## src/rtl/serial_to_word16_pkg.sv

```systemverilog
// Shared definitions for the bit-serial word link (receive and transmit sides).
package serial_link_pkg;

  localparam int DEFAULT_WIDTH = 16;

  localparam logic [0:0] COLLECT = 1'b0;
  localparam logic [0:0] STALL   = 1'b1;

  // Position inside the word that the count-th serial bit occupies.
  function automatic int bit_index(input int count, input int width, input bit lsb_first);
    return lsb_first ? count : (width - 1 - count);
  endfunction

endpackage

```

## src/rtl/serial_to_word16_if.sv

```systemverilog
// Bit-serial input handshake plus word output handshake of the deserializer.
interface serial_to_word16_if
  import serial_link_pkg::*;
#(
  parameter int WIDTH = DEFAULT_WIDTH
) ();

  localparam int CW = $clog2(WIDTH);

  logic          in_valid;
  logic          in_ready;
  logic          in_bit;
  logic          in_sof;
  logic          out_valid;
  logic          out_ready;
  logic [WIDTH-1:0] out_word;
  logic [CW-1:0] bit_count;
  logic          dropped;

  modport master (
    output in_valid, in_bit, in_sof, out_ready,
    input  in_ready, out_valid, out_word, bit_count, dropped
  );

  modport slave (
    input  in_valid, in_bit, in_sof, out_ready,
    output in_ready, out_valid, out_word, bit_count, dropped
  );

endinterface

```

## src/rtl/serial_to_word16_word_out_buffer.sv

```systemverilog
// One-entry valid/ready word register.
// Latency: load visible one cycle later.
// Backpressure: holds word stable while full && !out_ready; caller loads only when empty or draining.
module word_out_buffer #(
  parameter int WIDTH = 16
) (
  input  logic             clk,
  input  logic             reset,
  input  logic             load,
  input  logic [WIDTH-1:0] load_data,
  input  logic             out_ready,
  output logic             full,
  output logic [WIDTH-1:0] out_word
);

  always_ff @(posedge clk or posedge reset) begin
    if (reset) begin
      full     <= 1'b0;
      out_word <= '0;
    end else if (load) begin
      full     <= 1'b1;
      out_word <= load_data;
    end else if (full && out_ready) begin
      full     <= 1'b0;
    end
  end

endmodule

```

## src/rtl/serial_to_word16.sv

```systemverilog
// Bit-serial to WIDTH-bit word deserializer with one-entry output buffer.
// Latency: word valid the cycle after its last bit is accepted; one bit/cycle sustained.
// Backpressure: completed word waits in the shift register (in_ready=0) while the buffer is blocked.
module serial_to_word16
  import serial_link_pkg::*;
#(
  parameter int WIDTH     = DEFAULT_WIDTH,
  parameter bit LSB_FIRST = 1'b1
) (
  input  logic clk,
  input  logic reset,
  serial_to_word16_if.slave bus
);

  localparam int            CW   = $clog2(WIDTH);
  localparam logic [CW-1:0] LAST = CW'(WIDTH - 1);

  logic [0:0]       state, state_nxt;
  logic [WIDTH-1:0] shreg, shreg_nxt, word_nxt, load_data, buf_word;
  logic [CW-1:0]    cnt, cnt_nxt, eff_cnt, wr_idx;
  logic             dropped_q, dropped_nxt;
  logic             in_xfer, out_xfer, sof_restart, load, full;

  assign bus.in_ready = (state == COLLECT);
  assign in_xfer      = bus.in_valid && bus.in_ready;
  assign out_xfer     = full && bus.out_ready;

  // A start-of-frame on a partial word restarts assembly with this bit as bit 0.
  assign sof_restart  = bus.in_sof && (cnt != '0);
  assign eff_cnt      = sof_restart ? '0 : cnt;
  assign wr_idx       = CW'(bit_index(int'(eff_cnt), WIDTH, LSB_FIRST));

  always_comb begin
    word_nxt         = sof_restart ? '0 : shreg;
    word_nxt[wr_idx] = bus.in_bit;
  end

  always_comb begin
    state_nxt   = state;
    shreg_nxt   = shreg;
    cnt_nxt     = cnt;
    load        = 1'b0;
    load_data   = shreg;
    dropped_nxt = 1'b0;
    if (state == COLLECT) begin
      if (in_xfer) begin
        dropped_nxt = sof_restart;
        if (eff_cnt == LAST) begin
          if (!full || out_xfer) begin
            load      = 1'b1;
            load_data = word_nxt;
            shreg_nxt = '0;
            cnt_nxt   = '0;
          end else begin
            shreg_nxt = word_nxt;
            cnt_nxt   = LAST;
            state_nxt = STALL;
          end
        end else begin
          shreg_nxt = word_nxt;
          cnt_nxt   = eff_cnt + CW'(1);
        end
      end
    end else if (out_xfer) begin
      // Buffer drains this cycle; refill it from the held word without a bubble.
      load      = 1'b1;
      load_data = shreg;
      shreg_nxt = '0;
      cnt_nxt   = '0;
      state_nxt = COLLECT;
    end
  end

  always_ff @(posedge clk or posedge reset) begin
    if (reset) begin
      state     <= COLLECT;
      shreg     <= '0;
      cnt       <= '0;
      dropped_q <= 1'b0;
    end else begin
      state     <= state_nxt;
      shreg     <= shreg_nxt;
      cnt       <= cnt_nxt;
      dropped_q <= dropped_nxt;
    end
  end

  word_out_buffer #(
    .WIDTH(WIDTH)
  ) u_out_buf (
    .clk      (clk),
    .reset    (reset),
    .load     (load),
    .load_data(load_data),
    .out_ready(bus.out_ready),
    .full     (full),
    .out_word (buf_word)
  );

  assign bus.out_valid = full;
  assign bus.out_word  = buf_word;
  assign bus.bit_count = cnt;
  assign bus.dropped   = dropped_q;

endmodule

```

## src/flat_wrapper.sv

```systemverilog
// flat-port wrapper written by rule: the top's interface ports become plain ports
module serial_to_word16_flat import serial_link_pkg::*;
#(
  parameter int WIDTH     = DEFAULT_WIDTH,
  parameter bit LSB_FIRST = 1'b1
)
  (clk, reset, bus_in_valid, bus_in_bit, bus_in_sof, bus_out_ready, bus_in_ready, bus_out_valid, bus_out_word, bus_bit_count, bus_dropped);
  serial_to_word16_if #(.WIDTH(WIDTH)) bus_i ();
  input  logic clk;
  input  logic reset;
  input wire logic [$bits(bus_i.in_valid)-1:0] bus_in_valid;
  input wire logic [$bits(bus_i.in_bit)-1:0] bus_in_bit;
  input wire logic [$bits(bus_i.in_sof)-1:0] bus_in_sof;
  input wire logic [$bits(bus_i.out_ready)-1:0] bus_out_ready;
  output wire logic [$bits(bus_i.in_ready)-1:0] bus_in_ready;
  output wire logic [$bits(bus_i.out_valid)-1:0] bus_out_valid;
  output wire logic [$bits(bus_i.out_word)-1:0] bus_out_word;
  output wire logic [$bits(bus_i.bit_count)-1:0] bus_bit_count;
  output wire logic [$bits(bus_i.dropped)-1:0] bus_dropped;
  assign bus_i.in_valid = bus_in_valid;
  assign bus_i.in_bit = bus_in_bit;
  assign bus_i.in_sof = bus_in_sof;
  assign bus_i.out_ready = bus_out_ready;
  assign bus_in_ready = bus_i.in_ready;
  assign bus_out_valid = bus_i.out_valid;
  assign bus_out_word = bus_i.out_word;
  assign bus_bit_count = bus_i.bit_count;
  assign bus_dropped = bus_i.dropped;
  serial_to_word16 #(.WIDTH(WIDTH), .LSB_FIRST(LSB_FIRST)) u_core (.clk(clk), .reset(reset), .bus(bus_i));
endmodule
```

## config.mk

```make
export PLATFORM = sky130hd
export DESIGN_NAME = serial_to_word16_flat
export DESIGN_NICKNAME = d
export VERILOG_FILES = /design/src/rtl/serial_to_word16_pkg.sv /design/src/rtl/serial_to_word16_if.sv /design/src/rtl/serial_to_word16_word_out_buffer.sv /design/src/rtl/serial_to_word16.sv /design/src/flat_wrapper.sv
export SDC_FILE = /design/constraint.sdc
export NUM_CORES = 1
export LEC_CHECK = 0
export BUFFER_PORTS_ARGS = -buffer_cell sky130_fd_sc_hd__buf_2
export CAP_MARGIN = 20
export CORE_ASPECT_RATIO = 1.2
export CORE_UTILIZATION = 57
export CTS_CLUSTER_SIZE = 28
export DETAILED_ROUTE_END_ITERATION = 12
export GPL_TIMING_DRIVEN = 0
export PLACE_DENSITY = 0.8
export SYNTH_ARGS = -nofsm -noshare
export SYNTH_HDL_FRONTEND = slang
export SYNTH_SLANG_ARGS = --single-unit
export TNS_END_PERCENT = 10
```

## constraint.sdc

```tcl
create_clock -name clk -period 2.4 [get_ports clk]
set_clock_uncertainty 0.2 [all_clocks]
set_input_delay 0 -clock clk [delete_from_list [all_inputs] [get_ports clk]]
set_output_delay 0 -clock clk [all_outputs]
set_load 0.02 [all_outputs]
```

**After elaboration in Yosys (flattened, before gate mapping)**

Index checks and enable logic that the tools add are counted.

- Word-level logic and storage cells: 55
- Output and inout port bits: 23
- Flip-flop bits (word level): 39
- Input port bits: 6

- Bitwise operators: 1
- $add $sub $neg: 1
- Reduce and logical (&&, ||, !) cells: 10
- Equality and inequality tests: 2
- Mux-type cells: 33
- Order comparisons: 2

Operators by type and width:

| kind | count |
|---|---|
| $mux 16 | 10 |
| $mux 4 | 6 |
| $bwmux 16 | 1 |
| $mux 1 | 15 |
| $lt 4x5->1 const B | 1 |
| $add 4x1->4 const B | 1 |
| $demux 1 s4 | 1 |
| $eq 4x4->1 const B | 1 |
| $ge 4x1->1 const B | 1 |
| $logic_and 1x1->1 | 4 |
| $reduce_bool 2->1 | 2 |
| $reduce_bool 4->1 | 1 |
| $ne 2x2->1 const B | 1 |
| $reduce_and 2->1 | 1 |
| $logic_not 1->1 | 1 |
| $logic_or 1x1->1 | 1 |
| $not 1->1 | 1 |

**Longest topological paths before layout**

- Depth in word-level cells: 12
- Depth in mapped cells: 9
- Mapped depth without buffers: 8

**Cells and area by module**

Synthesis repeated with hierarchy kept, for this count alone.

- Cells, all modules: 199
- Area, all modules: 2060.7 um^2

By module, submodules not included:

| module | times used | cells each | area each (um^2) | seq. area each (um^2) |
|---|---|---|---|---|
| serial_to_word16 | 1 | 161 | 1373.8 | 550.5 |
| word_out_buffer | 1 | 38 | 686.9 | 425.4 |

**Least setup slack after synthesis**

OpenSTA, ideal clock, no wires.

- Path type: reg2reg
- Start: reg u_core.cnt[1], in the netlist u_core.bus.bit_count[1]
- End: reg u_core.u_out_buf.out_word[13]
- Period minus slack after synthesis: 2.123 ns
- Cell stages (with the launch flop): 8
- Path slack: 0.277 ns
- Data required time: 2.082 ns
- Library setup time: 0.118 ns
- Arrival time: 1.805 ns
- Buffers on the path: 1
- Cells stage by stage: dfrtp_1 > nor2b_1 > ha_1 > nand4b_4 > nor3b_2 > buf_4 > nor2_1 > a21o_1

- Longest elaborated chain between the ends: 12
- Elaborated cells between the ends (all ways): 18
- Those cells by class: order compare: 2; eq/ne: 1; mux: 12; reduce/logical: 3

Ends and longest elaborated chain:

| element | line | source |
|---|---|---|
| from (decl) | serial_to_word16.sv:20 | `logic [CW-1:0] cnt, cnt_nxt, eff_cnt, wr_idx;` |
| from (signal assigned) | serial_to_word16.sv:83 | `cnt <= cnt_nxt;` |
| $reduce_bool 4->1 | serial_to_word16.sv:29 | `assign sof_restart = bus.in_sof && (cnt != '0);` |
| $logic_and 1x1->1 | serial_to_word16.sv:29 |  |
| $mux 4 | serial_to_word16.sv:30 | `assign eff_cnt = sof_restart ? '0 : cnt;` |
| $lt 4x5->1 (not written as such) / $ge 4x1->1 (equally long branches) | serial_to_word16.sv:35 | `word_nxt[wr_idx] = bus.in_bit;` |
| $logic_and 1x1->1 (not written as such) | serial_to_word16.sv:35 |  |
| $mux 1 (not written as such) | serial_to_word16.sv:35 |  |
| $demux 1 s4 | -- |  |
| $bwmux 16 | serial_to_word16.sv:35 |  |
| $mux 16 | serial_to_word16.sv:49 | `if (!full \|\| out_xfer) begin` |
| $mux 16 | serial_to_word16.sv:48 | `if (eff_cnt == LAST) begin` |
| $mux 16 | serial_to_word16.sv:46 | `if (in_xfer) begin` |
| $mux 16 | serial_to_word16.sv:45 | `if (state == COLLECT) begin` |
| to (signal assigned) | serial_to_word16_word_out_buffer.sv:22 | `out_word <= load_data;` |
| to (decl) | serial_to_word16_word_out_buffer.sv:13 | `output logic [WIDTH-1:0] out_word` |

Several ways; a longest one is shown, not always the timed one.
A chain may end at the register's enable or synchronous reset.

**Worst setup path after layout**

- Start: in bus_in_sof
- End: reg u_core.u_out_buf.out_word[13]

- Longest elaborated chain between the ends: 11
- Elaborated cells between the ends (all ways): 17
- Those cells by class: order compare: 2; eq/ne: 1; mux: 12; reduce/logical: 2

Ends and longest elaborated chain:

| element | line | source |
|---|---|---|
| from (decl) | flat_wrapper.sv:13 | `input wire logic [$bits(bus_i.in_sof)-1:0] bus_in_sof;` |
| $logic_and 1x1->1 (*) | serial_to_word16.sv:29 |  |
| $mux 4 | serial_to_word16.sv:30 |  |
| $lt 4x5->1 (not written as such) / $ge 4x1->1 (equally long branches) | serial_to_word16.sv:35 |  |
| $logic_and 1x1->1 (not written as such) | serial_to_word16.sv:35 |  |
| $mux 1 (not written as such) | serial_to_word16.sv:35 |  |
| $demux 1 s4 | -- |  |
| $bwmux 16 | serial_to_word16.sv:35 |  |
| $mux 16 | serial_to_word16.sv:49 |  |
| $mux 16 | serial_to_word16.sv:48 |  |
| $mux 16 | serial_to_word16.sv:46 |  |
| $mux 16 | serial_to_word16.sv:45 |  |

Every way passes the cells marked *; elsewhere a longest branch is shown, timed or not.

==> results_dict.tcl <==
set metrics [dict create \
    status "finished clean" \
    grt_antenna_before_repair 0 \
    layout_min_cycle_time_ns 2.26 \
    coreArea_mm2 0.00369 \
    achievable-frequency_mhz 443 \
    cts_tree "done" \
    synth-simple-area-share 0.146 \
    post-route-util 0.698 \
    synth-adder-area-share 0.0282 \
    postRouteWirelength_um 4940 \
    power.leakage_uw 0.00154 \
    vias_in_the_first_global_route 1703 \
    place_area_mm2 0.00242 \
    maxSlewViolCount 0 \
    final_cell_count_no_fill 293 \
    powerDensity_mw_per_mm2 543 \
    final_layout_size_suffix_gt1_frac 0.299 \
    layout_stage_area_growth_over_the_synthesis_result_pct 16.2 \
    synth_compound_area_frac 0.190 \
    layout.area.seq_um2 976 \
    timing.critical_path.to_type "flop" \
    dr.pass1.iters 4 \
    grt_start_max_net_pins 40 \
    tns_ns 0 \
    cpPeakStageDelay_ns 0.53 \
    min_period_over_period 0.942 \
    h_tree_levels 2 \
    path_cells "dlygate4sd3_1 -> buf_2 -> inv_1 -> nand2_1 -> inv_1 -> ha_2 -> nand4b_4 -> nor3b_4 -> buf_4 -> nor2_1 -> a21o_1" \
    cts_made_buffers 5 \
    ys_warn_count 0 \
    layout.cell_area.non_filler_mm2 0.00258 \
    cp_slowest_cell "sky130_fd_sc_hd__dlygate4sd3_1" \
    syn-num-nets 214 \
    maxCapViolCount 0 \
    grt_util_all_layers 0.263 \
    drt_iter0_drc 75 \
    timing.critical_path.mode_cell "sky130_fd_sc_hd__inv_1" \
    setup_ws_final_ns 0.140 \
    io_buffers 27 \
    grt-ovfl-total 0 \
    ir_worst_vdd_v 0.000454 \
    placement.setup.worst_slack_ns 0.0102 \
    synth_xor_area_frac 0 \
    diodes 0 \
    insertion_delay_ns 0.30 \
    cts-root-buf "sky130_fd_sc_hd__clkbuf_8" \
    clk_pin_slew_worst_paths_ns 0.07 \
    drt.antenna.violating_nets 0 \
    cts_setup_buffers 0 \
    grt_pass1_wl_um 8030 \
    critPathRequiredTime_ns 2.39 \
    multi_input_comb_area_mm2 0.00113 \
    worst_ep_arrival_time_ns 2.25 \
    clock-sinks 39 \
    layout_common_cells "sky130_fd_sc_hd__dfrtp_1 (39), sky130_fd_sc_hd__buf_2 (32), sky130_fd_sc_hd__mux2i_1 (31)" \
    startpoint_type "primary input" \
    ys_ff_latch 39 \
    design.die.area_mm2 0.00415 \
    final-hold-violation-count 0 \
    starting_utilization_of_the_core_area 0.601 \
    dieWidth_um 59.0 \
    final_weighted_congestion_in_routability_driven_placement 0.868 \
    netlist_area_mm2 0.00222 \
    routed-via-count 1681 \
    share_of_flip_flops_with_an_asynchronous_set_or_reset_after_synthesis 1.00 \
    rsz0062_at_grt "false" \
    synthMuxAreaShare 0.140 \
    nets 252 \
    floorplan.rows 24 \
    criticalPathCategory "primary input to flop" \
    timing.final.setup_violations 0 \
    crit_path_max_fanout 10 \
    maxSlewHeadroom 0.454 \
    postSynth.topFlopCell "sky130_fd_sc_hd__dfrtp_1" \
    synth-edff-count 0 \
    num-fill-cells 291 \
    io_pins 29 \
    route.detailed.vias_per_inst 5.74 \
    synth_cell_types 35 \
    drcViolationCount 0 \
    syn_area_per_cell_um2 10.9 \
    dominant_combinational_cell_family_by_area_after_synthesis "compound AO/OA/AOI/OAI gates" \
    placed_cells 282 \
    sequential_fraction_of_the_synthesis_area 0.440 \
    hold_path.class "primary input to flop" \
    syn-instance-count 203 \
    dp_hpwl_um 3260 \
    timing_worst_slew_pin_value_ns 0.818 \
    average_routed_wire_per_standard_cell_um 16.9 \
    die_y_um 70.4 \
    final_common_cell "sky130_fd_sc_hd__dfrtp_1" \
    clockBufferDepth 2 \
]
cells by family (layout without fill, tap and decap cells):
kind of cell / Yosys count / after routing
flip-flops: 39 / 39
buffers and inverters: 22 / 60
AO/OA/AOI/OAI: 51 / 51
multiplexers: 31 / 31
AND/OR/NAND/NOR: 55 / 55
adder cells (fa/ha/maj): 5 / 5
critical path, delay by kind of cell:
| family | cells | cell delay, ns |
|---|---|---|
| AND/OR/NAND/NOR | 4 | 0.62 |
| buffers and inverters | 5 | 1.19 |
| adder cells (fa/ha/maj) | 1 | 0.27 |
| AO/OA/AOI/OAI | 1 | 0.15 |
layer usage:
metal  vias up  track usage  wire length (um)
met4         0        0.106                60
met1       820        0.335              2170
met3         5       0.0611               236
li1        812            -                 -
met2        44        0.423              2480
met5         -            0                 0
power by group:
group | internal, uW | switching, uW | leakage (uW) | total (uW)
combinational | 70.6 | 106 | 0.000950 | 177
clock | 305 | 225 | 0.0000513 | 529
sequential | 674 | 19.5 | 0.000538 | 694
worst paths after layout:
kind	startpoint	endpoint	slack, ns	depth (start not counted)
min	bus_in_bit	u_core.u_out_buf.out_word[12]	0.12	4
min in group asynchronous	reset	u_core.u_out_buf.out_word[4]	0.20	3
min reg2reg	u_core.u_out_buf.full	u_core.state	0.34	1
max reg2reg	u_core.bus.bit_count[1]	u_core.u_out_buf.out_word[13]	0.18	7
max	bus_in_sof	u_core.u_out_buf.out_word[13]	0.14	11
max in group asynchronous	reset	u_core.u_out_buf.out_word[10]	1.27	3
flip-flops by register name, summed over array words and instances (netlist names):
| register | count |
|---|---|
| u_core.bus.bit_count | 4 |
| u_core.shreg | 16 |
| u_core.u_out_buf.out_word | 16 |
| u_core.state | 1 |
| u_core.bus.dropped | 1 |
| u_core.u_out_buf.full | 1 |
cells in the mapped netlist, drive strengths merged (2+ instances only):
cell type  count  area share
nand2b         2      0.0056
mux2i         31        0.14
dfrtp         39        0.44
a32o           4       0.018
inv            6       0.010
buf           13       0.041
a22o          17       0.071
o21ai          5       0.011
nor2          24       0.051
nand3          4      0.0090
nand3b         8       0.027
ha             5       0.028
a21o          11       0.037
a31oi          3      0.0085
a21oi          6       0.019
and3           2      0.0056
nand2          8       0.014
clkbuf         3      0.0051
metrics by stage:
| stage | hold slack, ns | total power (uW) |
|---|---|---|
| after global placement | 0.00732 | 870 |
| after global routing | 0.167 | 1440 |
| after CTS | 0.123 | 1400 |
| after detailed placement | 0.00819 | 875 |
| after floorplan | -0.110 | 826 |
| final | 0.122 | 1400 |
repair_timing:
item                                   4_1_cts  5_1_grt
pin swaps                                    0        0
endpoints found under the hold margin       44        0
gates resized for setup                      1        4
hold buffers                                 4        0
cloned                                       0        0
setup endpoints to repair                   13       16
area by class of cell:
type,count,share of cell area
Buffer,16,0.0417
Clock buffer,6,0.0281
Clock inverter,1,0.0116
Inverter,6,0.00873
Multi-Input combinational cell,142,0.438
Sequential cell,39,0.378
Tap cell,52,0.0252
Timing Repair Buffer,31,0.0679
No activity file was read; power rests on OpenSTA's default activity.
